--- config.mk ---
export PLATFORM = sky130hd
export DESIGN_NAME = pipe_regs_fd_de
export DESIGN_NICKNAME = d
export VERILOG_FILES = /design/src/rtl/pipe_regs_fd_de.sv
export SDC_FILE = /design/constraint.sdc
export NUM_CORES = 1
export LEC_CHECK = 0
export ABC_AREA = 1
export CAP_MARGIN = 0
export CELL_PAD_IN_SITES_DETAIL_PLACEMENT = 2
export CELL_PAD_IN_SITES_GLOBAL_PLACEMENT = 2
export CORE_ASPECT_RATIO = 1.2
export CORE_MARGIN = 1
export CORE_UTILIZATION = 20
export CTS_BUF_LIST = sky130_fd_sc_hd__clkbuf_4 sky130_fd_sc_hd__clkbuf_8
export DETAILED_ROUTE_END_ITERATION = 8
export GPL_TIMING_DRIVEN = 0
export PLACE_DENSITY_LB_ADDON = 0.1
export SKIP_LAST_GASP = 1
export SYNTH_ARGS = -nofsm -noshare
export SYNTH_HDL_FRONTEND = slang
export SYNTH_SLANG_ARGS = --single-unit
--- constraint.sdc ---
create_clock -name clk -period 1.2 [get_ports clk]
set_input_delay 0.18 -clock clk [delete_from_list [all_inputs] [get_ports clk]]
set_output_delay 0.18 -clock clk [all_outputs]
set_load 0.05 [all_outputs]
--- src/rtl/pipe_regs_fd_de.sv ---
// Fetch/decode/execute pipeline registers: PC, IF/ID and ID/EX, with stall, flush and bubble handling.
// Optional stall/flush performance counters are built only when PIPE_PERF_CNT_EN is defined.
module pipe_regs_fd_de #(
  parameter logic [31:0] RESET_PC = 32'h0000_0000,
  parameter int          CNT_W    = 16
) (
  input  logic             clk,
  input  logic             reset,
  input  logic             StallF,
  input  logic             StallD,
  input  logic             FlushE,
  input  logic             PCSrcD,
  input  logic [31:0]      PCNextF,
  input  logic [31:0]      InstrF,
  input  logic [31:0]      PCPlus4F,
  input  logic [31:0]      RD1D,
  input  logic [31:0]      RD2D,
  input  logic [31:0]      SignImmD,
  input  logic [4:0]       RsD,
  input  logic [4:0]       RtD,
  input  logic [4:0]       RdD,
  input  logic [9:0]       CtrlD,
  input  logic             cnt_clr,
  output logic [31:0]      PCF,
  output logic [31:0]      InstrD,
  output logic [31:0]      PCPlus4D,
  output logic             ValidD,
  output logic             ValidE,
  output logic [31:0]      RD1E,
  output logic [31:0]      RD2E,
  output logic [31:0]      SignImmE,
  output logic [4:0]       RsE,
  output logic [4:0]       RtE,
  output logic [4:0]       RdE,
  output logic [9:0]       CtrlE,
  output logic [CNT_W-1:0] stall_cnt,
  output logic [CNT_W-1:0] flush_cnt
);

  logic [31:0] pc_q, pc_d;
  logic [31:0] instr_d_q, instr_d_d;
  logic [31:0] pcp4_d_q, pcp4_d_d;
  logic        valid_d_q, valid_d_d;
  logic        valid_e_q, valid_e_d;
  logic [31:0] rd1_e_q, rd1_e_d;
  logic [31:0] rd2_e_q, rd2_e_d;
  logic [31:0] imm_e_q, imm_e_d;
  logic [4:0]  rs_e_q, rs_e_d;
  logic [4:0]  rt_e_q, rt_e_d;
  logic [4:0]  rd_e_q, rd_e_d;
  logic [9:0]  ctrl_e_q, ctrl_e_d;

  always_comb begin
    pc_d      = StallF ? pc_q : PCNextF;

    instr_d_d = instr_d_q;
    pcp4_d_d  = pcp4_d_q;
    valid_d_d = valid_d_q;
    if (!StallD) begin
      // A taken branch squashes whatever was fetched behind it.
      instr_d_d = PCSrcD ? 32'h0 : InstrF;
      pcp4_d_d  = PCSrcD ? 32'h0 : PCPlus4F;
      valid_d_d = !PCSrcD;
    end

    valid_e_d = 1'b0;
    rd1_e_d   = 32'h0;
    rd2_e_d   = 32'h0;
    imm_e_d   = 32'h0;
    rs_e_d    = 5'h0;
    rt_e_d    = 5'h0;
    rd_e_d    = 5'h0;
    ctrl_e_d  = 10'h0;
    if (!FlushE) begin
      valid_e_d = valid_d_q;
      rd1_e_d   = RD1D;
      rd2_e_d   = RD2D;
      imm_e_d   = SignImmD;
      rs_e_d    = RsD;
      rt_e_d    = RtD;
      rd_e_d    = RdD;
      ctrl_e_d  = CtrlD;
    end
  end

  always_ff @(posedge clk) begin
    if (!reset) begin
      pc_q      <= RESET_PC;
      instr_d_q <= 32'h0;
      pcp4_d_q  <= 32'h0;
      valid_d_q <= 1'b0;
      valid_e_q <= 1'b0;
      rd1_e_q   <= 32'h0;
      rd2_e_q   <= 32'h0;
      imm_e_q   <= 32'h0;
      rs_e_q    <= 5'h0;
      rt_e_q    <= 5'h0;
      rd_e_q    <= 5'h0;
      ctrl_e_q  <= 10'h0;
    end else begin
      pc_q      <= pc_d;
      instr_d_q <= instr_d_d;
      pcp4_d_q  <= pcp4_d_d;
      valid_d_q <= valid_d_d;
      valid_e_q <= valid_e_d;
      rd1_e_q   <= rd1_e_d;
      rd2_e_q   <= rd2_e_d;
      imm_e_q   <= imm_e_d;
      rs_e_q    <= rs_e_d;
      rt_e_q    <= rt_e_d;
      rd_e_q    <= rd_e_d;
      ctrl_e_q  <= ctrl_e_d;
    end
  end

  assign PCF      = pc_q;
  assign InstrD   = instr_d_q;
  assign PCPlus4D = pcp4_d_q;
  assign ValidD   = valid_d_q;
  assign ValidE   = valid_e_q;
  assign RD1E     = rd1_e_q;
  assign RD2E     = rd2_e_q;
  assign SignImmE = imm_e_q;
  assign RsE      = rs_e_q;
  assign RtE      = rt_e_q;
  assign RdE      = rd_e_q;
  assign CtrlE    = ctrl_e_q;

`ifdef PIPE_PERF_CNT_EN
  logic [CNT_W-1:0] stall_cnt_q, stall_cnt_d;
  logic [CNT_W-1:0] flush_cnt_q, flush_cnt_d;
  logic             flush_evt;

  // Counters stick at all-ones so a long stall never reads as a short one.
  always_comb begin
    flush_evt   = FlushE || (PCSrcD && !StallD);
    stall_cnt_d = stall_cnt_q;
    flush_cnt_d = flush_cnt_q;
    if (cnt_clr) begin
      stall_cnt_d = '0;
      flush_cnt_d = '0;
    end else begin
      if (StallD && (stall_cnt_q != '1)) stall_cnt_d = stall_cnt_q + 1'b1;
      if (flush_evt && (flush_cnt_q != '1)) flush_cnt_d = flush_cnt_q + 1'b1;
    end
  end

  always_ff @(posedge clk) begin
    if (!reset) begin
      stall_cnt_q <= '0;
      flush_cnt_q <= '0;
    end else begin
      stall_cnt_q <= stall_cnt_d;
      flush_cnt_q <= flush_cnt_d;
    end
  end

  assign stall_cnt = stall_cnt_q;
  assign flush_cnt = flush_cnt_q;
`else
  logic unused_cnt_clr;
  assign unused_cnt_clr = cnt_clr;
  assign stall_cnt      = '0;
  assign flush_cnt      = '0;
`endif

endmodule

==> results.json <==
{
  "outcome": "finished with violations",
  "violations": "negative setup slack",
  "hold_depth": 3,
  "rr_startpoint": "InstrD[26]",
  "slowest_stage": "dfxtp_2",
  "r2r-end": "InstrD[26]",
  "die_y_um": 217,
  "worstHoldPathType": "in2reg",
  "synth_area_leaders": "dfxtp_1 57%, nor2_4 12%, nand2_1 6.2%",
  "fillers": 4086,
  "hpwl_mm": 25.2,
  "fp.coreArea_mm2": 0.0379,
  "synthArstFlopShare": 0,
  "area_delta_synth_final_pct": 101,
  "cts_max_level": 2,
  "final_util": 0.407,
  "netlist_area_mm2": 0.00769,
  "period_share": 1.04,
  "worst_clock_skew_ps": 0.0883,
  "syn_area_per_cell_um2": 9.22,
  "synth_commonest_cells": "219 x dfxtp_1, 128 x nand2_1, 123 x inv_1",
  "power_density_mw_per_mm2": 1340,
  "ys_warn_count": 0,
  "clock-sinks": 219,
  "grt_use_total": 0.164,
  "clk_latency_ps": 530,
  "root_buffer": "clkbuf_8",
  "post-place-cells": 1786,
  "ys_seq_elements": 219,
  "port_buffers": 441,
  "first_pass_iters": 4,
  "die_w_um": 181,
  "wl_per_cell_um": 17.2,
  "start_kind": "flop",
  "final_cells": 1895,
  "crit_family": "flip-flops",
  "crit_path_end_kind": "output pin",
  "relSlewSlack": 0.654,
  "required_ps": 1020,
  "fin_total_pwr_uw": 20600,
  "syn_inst": 834,
  "vias_per_cell": 3.87,
  "synth_edf_count": 0,
  "synth_most_common_cell": "dfxtp_1",
  "setup_ws_ps": -49.5,
  "place_ws_ps": -876,
  "path_clk_slew_ps": 60,
  "numCtsBuffers": 42,
  "cp.arrival_ps": 1070,
  "num-nets-final": 1606,
  "grt_max_degree": 11,
  "fmax_ghz": 0.800,
  "ir_drop_v": 0.000731,
  "yosysSeqAreaShare": 0.570,
  "antenna_found_initial": 1,
  "min_from": "reset",
  "detail_route.iter0.violations": 158,
  "setup_viol": 176,
  "ff2ff_setup_slack_ps": 350,
  "leakagePower_uw": 0.00683,
  "grt_setup_unrepaired": "true",
  "drc": 0,
  "grt_pass1_vias": 7861,
  "top_level_ports": 475,
  "ys_types": 16,
  "rows": 78,
  "ant_nets": 0,
  "cts.path.max_buffers": 3,
  "finalWeightedCongestion": 0.736,
  "synth-main-ff-cell": "dfxtp_1",
  "drt_wl_total_mm": 32.5,
  "reg2reg_depth": 4,
  "whs_endpoint": "PCF[26]",
  "path_buf_inv": 1,
  "synth_top_cell_by_area": "dfxtp_1",
  "finalHoldViolCount": 0,
  "drv_slew": 0,
  "layout-drive-gt1-share": 0.489,
  "max_stage_delay_ps": 350,
  "placed_cell_area_mm2": 0.0128,
  "grt_pass1_wl_mm": 47.7,
  "worstPathCellList": "buf_8",
  "fin_area_mm2": 0.0154,
  "synth_top_cell_area_share": 0.570,
  "drv_cap": 0,
  "critPathMaxFanout": 1,
  "cts_tree": "yes",
  "layout_min_cycle_time_ps": 1250,
  "path_class": "reg2out",
  "overflow": 0,
  "num_vias": 7328,
  "start_util": 0.203,
  "max_slew.worst_pin.slew_ps": 519,
  "die-area_mm2": 0.0392
}
## metrics by stage
stage	setup TNS (ps)	hold slack [ps]
final	-2210	5.81
after floorplan	0	292
after global routing	-16120	27.6
after CTS	-15150	82.0
after global placement	-150280	445
after detailed placement	-152550	454
## report_power, final
group | switching (uW) | internal (uW) | total [uW]
Sequential | 241 | 7660 | 7900
Combinational | 2280 | 1870 | 4150
Clock | 3380 | 5180 | 8560
Total | 5900 | 14700 | 20600
## registers in the layout (all words and copies together) (netlist names)
| register | count |
|---|---|
| ValidE | 1 |
| PCF | 32 |
| PCPlus4D | 32 |
| RD2E | 32 |
| CtrlE | 10 |
| SignImmE | 32 |
| ValidD | 1 |
| RdE | 5 |
| RtE | 5 |
| RD1E | 32 |
| InstrD | 32 |
| RsE | 5 |
## final cells by class
cell class              instances  area, um2  share of cell area
inverters                     124        465              0.0302
clock inverters                 5       77.6             0.00503
diodes                          1       2.50            0.000162
repair buffers                473       5720               0.371
multi-input cells             446       2400               0.156
well taps                     480        601              0.0390
flip-flops and latches        219       4660               0.302
clock buffers                  71        908              0.0589
plain buffers                  76        576              0.0373
## routing by layer
metal | share of wire | GRT usage | up-vias
li1 | - | - | 3499
met3 | 0.10 | 0.0741 | 60
met2 | 0.55 | 0.317 | 320
met4 | 0.031 | 0.0602 | 0
met1 | 0.31 | 0.147 | 3449
met5 | 0 | 0 | -
## cells by family (layout without fill, tap and decap cells)
| family | after synthesis | after routing | share of synthesized area |
|---|---|---|---|
| compound gates | 97 | 97 | 0.0631 |
| flops | 219 | 219 | 0.570 |
| simple gates | 317 | 317 | 0.233 |
| buf+inv | 200 | 749 | 0.133 |
| other cells | 1 | 33 | 0.000488 |
## worst max path at each step
stage | startpoint | endpoint | slack (ps) | depth (start not counted)
4_1_cts | RD2E[19] | RD2E[19] | -130 | 1
2_1_floorplan | reset | RD1E[0] | 230 | 6
6_report | RD1E[13] | RD1E[13] | -50 | 1
3_5_place_dp | reset | PCPlus4D[26] | -880 | 5
5_1_grt | InstrD[19] | InstrD[19] | -110 | 1
3_3_place_gp | reset | InstrD[1] | -850 | 5
## placed cells by master, fill, tap and decap left out, drive strengths merged
cell,Yosys,routed
bufinv,0,2
clkdlybuf4s50,0,221
dlygate4sd3,0,1
buf,50,300
clkinvlp,0,1
dlymetal6s2s,0,1
clkinv,0,2
conb,1,32
inv,124,124
or2,1,1
dfxtp,219,219
nand2,128,128
o21ai,32,32
nor2,188,188
clkbuf,26,97
diode,0,1
a21oi,65,65
## repair_timing
action	in CTS	in global routing
setup buffers	11	20
endpoints found under the setup margin	293	366
hold buffers	0	1
hold endpoints to repair	0	1
gates resized for setup	1956	33
(Power assumes the default switching activity.)
